**src/rtl/traffic_pkg.sv**
```systemverilog
// Shared types and timing defaults for the traffic-light controller
// and its input conditioning logic.
package traffic_pkg;

  localparam int CLK_HZ      = 1000000;
  localparam int DEBOUNCE_MS = 1;
  localparam int STUCK_S     = 2;

  typedef enum logic [2:0] {
    ST_IDLE    = 3'd0,
    ST_ARM     = 3'd1,
    ST_PRESENT = 3'd2,
    ST_REL     = 3'd3,
    ST_FAULT   = 3'd4
  } cond_state_e;

  function automatic int ms_to_cycles(input int ms);
    return (CLK_HZ / 1000) * ms;
  endfunction

endpackage

```
**src/rtl/sync_2ff.sv**
```systemverilog
// Two-flop synchroniser for asynchronous external inputs.
// Asynchronous active-high reset clears both stages.
module sync_2ff (
  input  logic clk,
  input  logic rst,
  input  logic d,
  output logic q
);

  logic meta;

  always_ff @(posedge clk or posedge rst) begin
    if (rst) begin
      meta <= 1'b0;
      q    <= 1'b0;
    end else begin
      meta <= d;
      q    <= meta;
    end
  end

endmodule

```
**src/rtl/sensor_conditioner.sv**
```systemverilog
// Vehicle-loop conditioner: sync, debounce, arrival pulse,
// saturating vehicle counter and stuck-loop fault flag.
module sensor_conditioner
  import traffic_pkg::*;
#(
  parameter int DEBOUNCE_CYCLES = ms_to_cycles(DEBOUNCE_MS),
  parameter int STUCK_CYCLES    = CLK_HZ * STUCK_S,
  parameter int CNT_W           = 8
) (
  input  logic             clk,
  input  logic             rst,
  input  logic             raw_loop,
  input  logic             clr_count,
  output logic             sensor,
  output logic             arrive,
  output logic [CNT_W-1:0] vehicle_count,
  output logic             fault
);

  localparam int TW = $clog2(STUCK_CYCLES);
  localparam logic [TW-1:0] DEB_END = TW'(DEBOUNCE_CYCLES - 1);
  localparam logic [TW-1:0] STK_END = TW'(STUCK_CYCLES - 1);
  localparam logic [CNT_W-1:0] CNT_MAX = '1;

  cond_state_e      state_q, state_d;
  logic [TW-1:0]    timer_q, timer_d, timer_inc;
  logic [CNT_W-1:0] count_base, count_d;
  logic             sensor_d, arrive_d, fault_d;
  logic             sync;

  sync_2ff u_sync (
    .clk (clk),
    .rst (rst),
    .d   (raw_loop),
    .q   (sync)
  );

  assign timer_inc  = timer_q + 1'b1;
  // A clear on the arrival edge wins first, so the arrival lands on 0.
  assign count_base = clr_count ? '0 : vehicle_count;

  always_ff @(posedge clk or posedge rst) begin
    if (rst) begin
      state_q       <= ST_IDLE;
      timer_q       <= '0;
      sensor        <= 1'b0;
      arrive        <= 1'b0;
      fault         <= 1'b0;
      vehicle_count <= '0;
    end else begin
      state_q       <= state_d;
      timer_q       <= timer_d;
      sensor        <= sensor_d;
      arrive        <= arrive_d;
      fault         <= fault_d;
      vehicle_count <= count_d;
    end
  end

  always_comb begin
    state_d  = state_q;
    timer_d  = timer_q;
    sensor_d = sensor;
    fault_d  = fault;
    arrive_d = 1'b0;
    count_d  = count_base;
    unique case (state_q)
      ST_IDLE: begin
        sensor_d = 1'b0;
        fault_d  = 1'b0;
        if (sync) begin
          state_d = ST_ARM;
          timer_d = '0;
        end
      end
      ST_ARM: begin
        sensor_d = 1'b0;
        if (!sync) begin
          state_d = ST_IDLE;
          timer_d = '0;
        end else if (timer_q == DEB_END) begin
          state_d  = ST_PRESENT;
          timer_d  = '0;
          sensor_d = 1'b1;
          arrive_d = 1'b1;
          if (count_base != CNT_MAX)
            count_d = count_base + 1'b1;
        end else begin
          timer_d = timer_inc;
        end
      end
      ST_PRESENT: begin
        sensor_d = 1'b1;
        if (!sync) begin
          state_d = ST_REL;
          timer_d = '0;
        end else if (timer_q == STK_END) begin
          state_d = ST_FAULT;
          timer_d = '0;
          fault_d = 1'b1;
        end else begin
          timer_d = timer_inc;
        end
      end
      ST_REL: begin
        sensor_d = 1'b1;
        if (sync) begin
          state_d = ST_PRESENT;
          timer_d = '0;
        end else if (timer_q == DEB_END) begin
          state_d  = ST_IDLE;
          timer_d  = '0;
          sensor_d = 1'b0;
        end else begin
          timer_d = timer_inc;
        end
      end
      ST_FAULT: begin
        // Keep serving the farm road until the loop clearly releases.
        sensor_d = 1'b1;
        fault_d  = 1'b1;
        if (sync) begin
          timer_d = '0;
        end else if (timer_q == DEB_END) begin
          state_d  = ST_IDLE;
          timer_d  = '0;
          sensor_d = 1'b0;
          fault_d  = 1'b0;
        end else begin
          timer_d = timer_inc;
        end
      end
      default: begin
        state_d  = ST_IDLE;
        timer_d  = '0;
        sensor_d = 1'b0;
        fault_d  = 1'b0;
      end
    endcase
  end

endmodule

```
**config.mk**
```make
export PLATFORM = sky130hd
export DESIGN_NAME = sensor_conditioner
export DESIGN_NICKNAME = d
export VERILOG_FILES = /design/src/rtl/traffic_pkg.sv /design/src/rtl/sync_2ff.sv /design/src/rtl/sensor_conditioner.sv
export SDC_FILE = /design/constraint.sdc
export NUM_CORES = 1
export LEC_CHECK = 0
export ABC_AREA = 1
export CAP_MARGIN = 20
export CORE_MARGIN = 1
export CORE_UTILIZATION = 47
export CTS_CLUSTER_SIZE = 12
export DETAILED_ROUTE_END_ITERATION = 10
export HOLD_SLACK_MARGIN = 0.1
export PLACE_DENSITY = 0.68
export RECOVER_POWER = 100
export SYNTH_ARGS = -nofsm -noshare
export SYNTH_HDL_FRONTEND = slang
export SYNTH_HIERARCHICAL = 1
export SYNTH_SLANG_ARGS = --single-unit
```
**constraint.sdc**
```tcl
create_clock -name clk -period 2.3 [get_ports clk]
set_input_delay 0.23 -clock clk [delete_from_list [all_inputs] [get_ports clk]]
set_output_delay 0.23 -clock clk [all_outputs]
set_load 0.005 [all_outputs]
```
## After elaboration in Yosys (flattened, before gate mapping)

Index checks and enable logic that the tools add are counted.

- Flip-flop bits (word level): 37
- Input bits: 4
- Output and inout bits: 11
- Word-level logic and storage cells: 59

- Add/sub/neg operators: 2
- Equal/unequal tests: 13
- Multiplexer cells: 30
- Bitwise operators: 1
- Reduce and logical (&&, ||, !) cells: 5

Operator list:

| cell | number |
|---|---|
| $mux 21 | 6 |
| $pmux 21 s4 | 1 |
| $mux 8 | 5 |
| $mux 3 | 8 |
| $add 21x1->21 const B | 1 |
| $eq 21x10->1 const B | 1 |
| $eq 21x21->1 const B | 1 |
| $pmux 3 s5 | 1 |
| $add 8x1->8 const B | 1 |
| $ne 8x8->1 const B | 1 |
| $mux 1 | 7 |
| $eq 3x2->1 const B | 2 |
| $ne 3x3->1 const B | 2 |
| $pmux 1 s3 | 2 |
| $ne 2x1->1 const B | 2 |
| $ne 2x2->1 const B | 2 |
| $reduce_and 4->1 | 1 |
| $reduce_or 2->1 | 2 |
| $eq 3x1->1 const B | 1 |
| $eq 3x3->1 const B | 1 |
| $logic_not 3->1 | 1 |
| $reduce_and 3->1 | 1 |
| $not 1->1 | 1 |

## Depth between registers and ports, before layout

- Depth in word-level cells: 6
- Depth in mapped cells: 11
- Gate-level depth less buffers: 11

## Cells and area by module

The synthesis kept the hierarchy.

By module, submodules not included:

| module | times used | cells each | area an instance (um^2) |
|---|---|---|---|
| sensor_conditioner | 1 | 380 | 2532.4 |
| sync_2ff | 1 | 3 | 53.8 |

## Worst setup path before layout

OpenSTA, ideal clock, no wires.

- Path kind: register -> register
- Start: register timer_q[0]
- End: register timer_q[5]
- Arrival time: 1448 ps
- Setup slack: 739 ps
- Stages on the path, launching flop included: 12
- Clock period less this slack: 1561 ps
- Cells stage by stage: dfrtp_1 ha_1 nand2_2 clkinv_1 nand2_2 nor2_4 nand3_4 o21ai_2 nand3_2 buf_6 nand2_1 inv_1

- Longest elaborated chain between the ends: 4

Ends and longest elaborated chain:

| item | RTL line | text |
|---|---|---|
| from (decl) | sensor_conditioner.sv:26 | `logic [TW-1:0] timer_q, timer_d, timer_inc;` |
| from (signal assigned) | sensor_conditioner.sv:52 | `timer_q <= timer_d;` |
| $add 21x1->21, or another cell as far along | sensor_conditioner.sv:38 | `assign timer_inc = timer_q + 1'b1;` |
| $mux 21 (on tied branches) | n/a |  |
| $mux 21 (on tied branches) | sensor_conditioner.sv:122, sensor_conditioner.sv:78, sensor_conditioner.sv:94 |  |
| $pmux 21 s4 (*) | sensor_conditioner.sv:67 | `unique case (state_q)` |

Every way passes the cells marked *; elsewhere a longest branch is shown, timed or not.
A chain may end at the register's enable or synchronous reset.

## Final worst setup path

- Start: register timer_q[0]
- End: register timer_q[16]

The elaborated chain is that of the path after synthesis.

==> results.md <==
- VDD IR max: 0.000468 V
- Worst Clk Skew: 0.00414 ns
- LEAKAGE: 1.40 nW
- Seq/Total Area, Yosys: 0.358
- Hold Path Class: in -> async
- TritonCTS clock tree: done
- Slew margin rel.: 0.422
- Final HPWL DP: 4.57 mm
- H-tree depth: 2
- Main area contributors after synthesis: dfrtp_1 (36%), nand2_1 (14%), nor2_1 (9.4%), inv_1 (7.1%), nand3_1 (5.0%)
- Largest net degree at the start of global routing: 36
- Routed Antenna Nets: 0
- Initial DRC Count: 114
- Vias in the first global route: 2147
- Full die area: 5800 um^2
- CTS max path bufs: 2
- Clk sinks: 37
- Max Cap Violations: 0
- Commonest cells after routing, fill and taps aside: nand2_1 (98), nor2_1 (67), inv_1 (49)
- Commonest non-fill, non-tap cell in the layout: nand2_1
- Core area: 5200 um^2
- Wirelength per Cell: 12.6 um
- Crit path kind: reg -> reg
- Post-synth cell types: 32
- Row count: 26
- Final WL: 5.93 mm
- Final Instance Area: 2820 um^2
- CTS Buf Count: 5
- Yosys warning count: 6
- Die Y: 76.2 um
- Outcome: finished, final reports clean
- Reg clk slew, reported paths: 0.07 ns
- Num ports: 15
- DP Area: 2790 um^2
- Gp weighted congestion: 0.944
- DR DRC count: 0
- Crit-path max FO: 7
- Post-CTS sizing: 0
- Antenna diodes: 0
- FF-to-FF path depth: 11
- Mean Syn Cell Area: 6.75 um^2
- Fillers: 560
- IO buf count: 14
- Hold slack: 0.254 ns
- Synthesis-stage register bit count: 37
- Worst Setup End Kind: flip-flop
- Net Count, Synth: 389
- Starting Density: 0.497
- Final hold vios: 0
- Post-CTS Hold Buffers: 0
- Synth Instances: 383
- Tmin final: 1.95 ns
- Antenna violations before repair: 0
- Later-pin clock latency in the skew report: 0.29 ns
- Post-synth top area share: 0.358
- CP required: 2.48 ns
- Drt first pass iters: 4
- DR vias/cell: 5.07
- Setup crit start kind: flip-flop
- First-pass GRT wire length: 10.0 mm
- Area leader, netlist: dfrtp_1
- Cell Pwr Density: 635 nW/um^2
- # setup viols final: 0
- Postcts setup bufs: 0
- Pwr Total: 0.00179 W
- Post-layout nets: 406
- Critical Path AT: 2.14 ns
- Tot GR Track Use: 0.217
- GRT overflow: 0
- Unrepaired setup endpoints after global routing: false
- Total number of vias: 2384
- Setup TNS: 0 ns
- Worst-Margin Slew: 0.867 ns
- Mapped Area: 2590 um^2
- Area delta synth->final: 9.05%
- Period utilization: 0.848
- Final max-slew violation count: 0
- Root buf cell: clkbuf_8
- Fmax: 513 MHz
- Die Wd: 76.2 um
- Share of layout cells above drive strength 1: 0.115
## logic make-up after synthesis
| kind of cell | after synthesis | synth area share |
|---|---|---|
| and+or+nand+nor | 243 | 0.451 |
| xor gates and xnor gates | 5 | 0.0169 |
| DFF | 37 | 0.358 |
| AOI/OAI and AO/OA | 22 | 0.0484 |
| buffers and inverters | 74 | 0.116 |
| adders and majority gates | 2 | 0.00967 |
## final cells by class
| class | instances | area [um^2] | share of cell area |
|---|---|---|---|
| Inverter | 67 | 251 | 0.0892 |
| Multi-Input combinational cell | 272 | 1310 | 0.465 |
| Clock buffer | 7 | 86.3 | 0.0306 |
| Sequential cell | 37 | 926 | 0.328 |
| Tap cell | 70 | 87.6 | 0.0311 |
| Timing Repair Buffer | 17 | 156 | 0.0555 |
## synth_stat cells
library cell and n:
nand2_2 6, nand3_4 1, nor3_2 2, nand3_1 26, nand3b_1 1, o22ai_1 1, nor4_1 2, nor2_2 6
or2_1 1, dfrtp_1 37, buf_6 1, inv_2 17, buf_2 3, nand2_1 95, inv_1 49, nand4_1 12
buf_4 3, a21oi_1 2, o21bai_1 2, xor2_1 3, clkinv_1 1, a21o_1 1, o21ai_1 4, nor2_4 5
nor2_1 65, o31ai_1 1, nor3_1 9, ha_1 2, xnor2_1 2, o21ai_2 1, o21ai_0 10, nand3_2 12
## critical path, stage by stage (launching register included)
cell and delay [ns]:
dfrtp_1 0.38, ha_1 0.28, nand2_1 0.13, nor2_1 0.20
nand2_1 0.11, clkinv_1 0.06, nand3_2 0.08, nand2_1 0.14
nand3_2 0.14, buf_4 0.20, nand3_1 0.09, inv_2 0.03
## state kept, by name, summed over array words and instances, names as in the netlist
signal,count
timer_q,21
vehicle_count,8
state_q,3
arrive,1
fault,1
sensor,1
u_sync/meta,1
u_sync/q,1
## per-stage QoR
step,instances,setup WS [ns],utilization
floorplan,383,0.739,-
global placement,463,0.298,0.536
detailed placement,463,0.237,0.536
CTS,470,0.442,0.552
global route,470,0.167,0.542
finish,470,0.349,0.542
## routing by layer
metal  share of wire  vias up  track usage
met5               0        -            0
met2            0.46       59        0.349
li1                -     1227            -
met3           0.066        6       0.0395
met4           0.011        0       0.0538
met1            0.47     1092        0.301
## worst paths after layout
path	start	slack [ns]	endpoint
worst min-delay path	rst	0.25	u_sync/q
worst max register to register	timer_q[0]	0.35	timer_q[16]
worst min register to register	u_sync/meta	0.35	u_sync/q
worst max-delay path	timer_q[0]	0.35	timer_q[16]
min in group clk	u_sync/meta	0.35	u_sync/q
max in group asynchronous	rst	1.09	timer_q[11]
## power by group
group	switching (W)	internal (W)	leakage, nW	total (W)
Combinational	0.000403	0.000179	0.852	0.000582
Clock	0.000220	0.000238	0.0443	0.000458
Sequential	0.0000446	0.000704	0.505	0.000749
Total	0.000668	0.00112	1.40	0.00179
No activity file was read; power rests on OpenSTA's default activity.
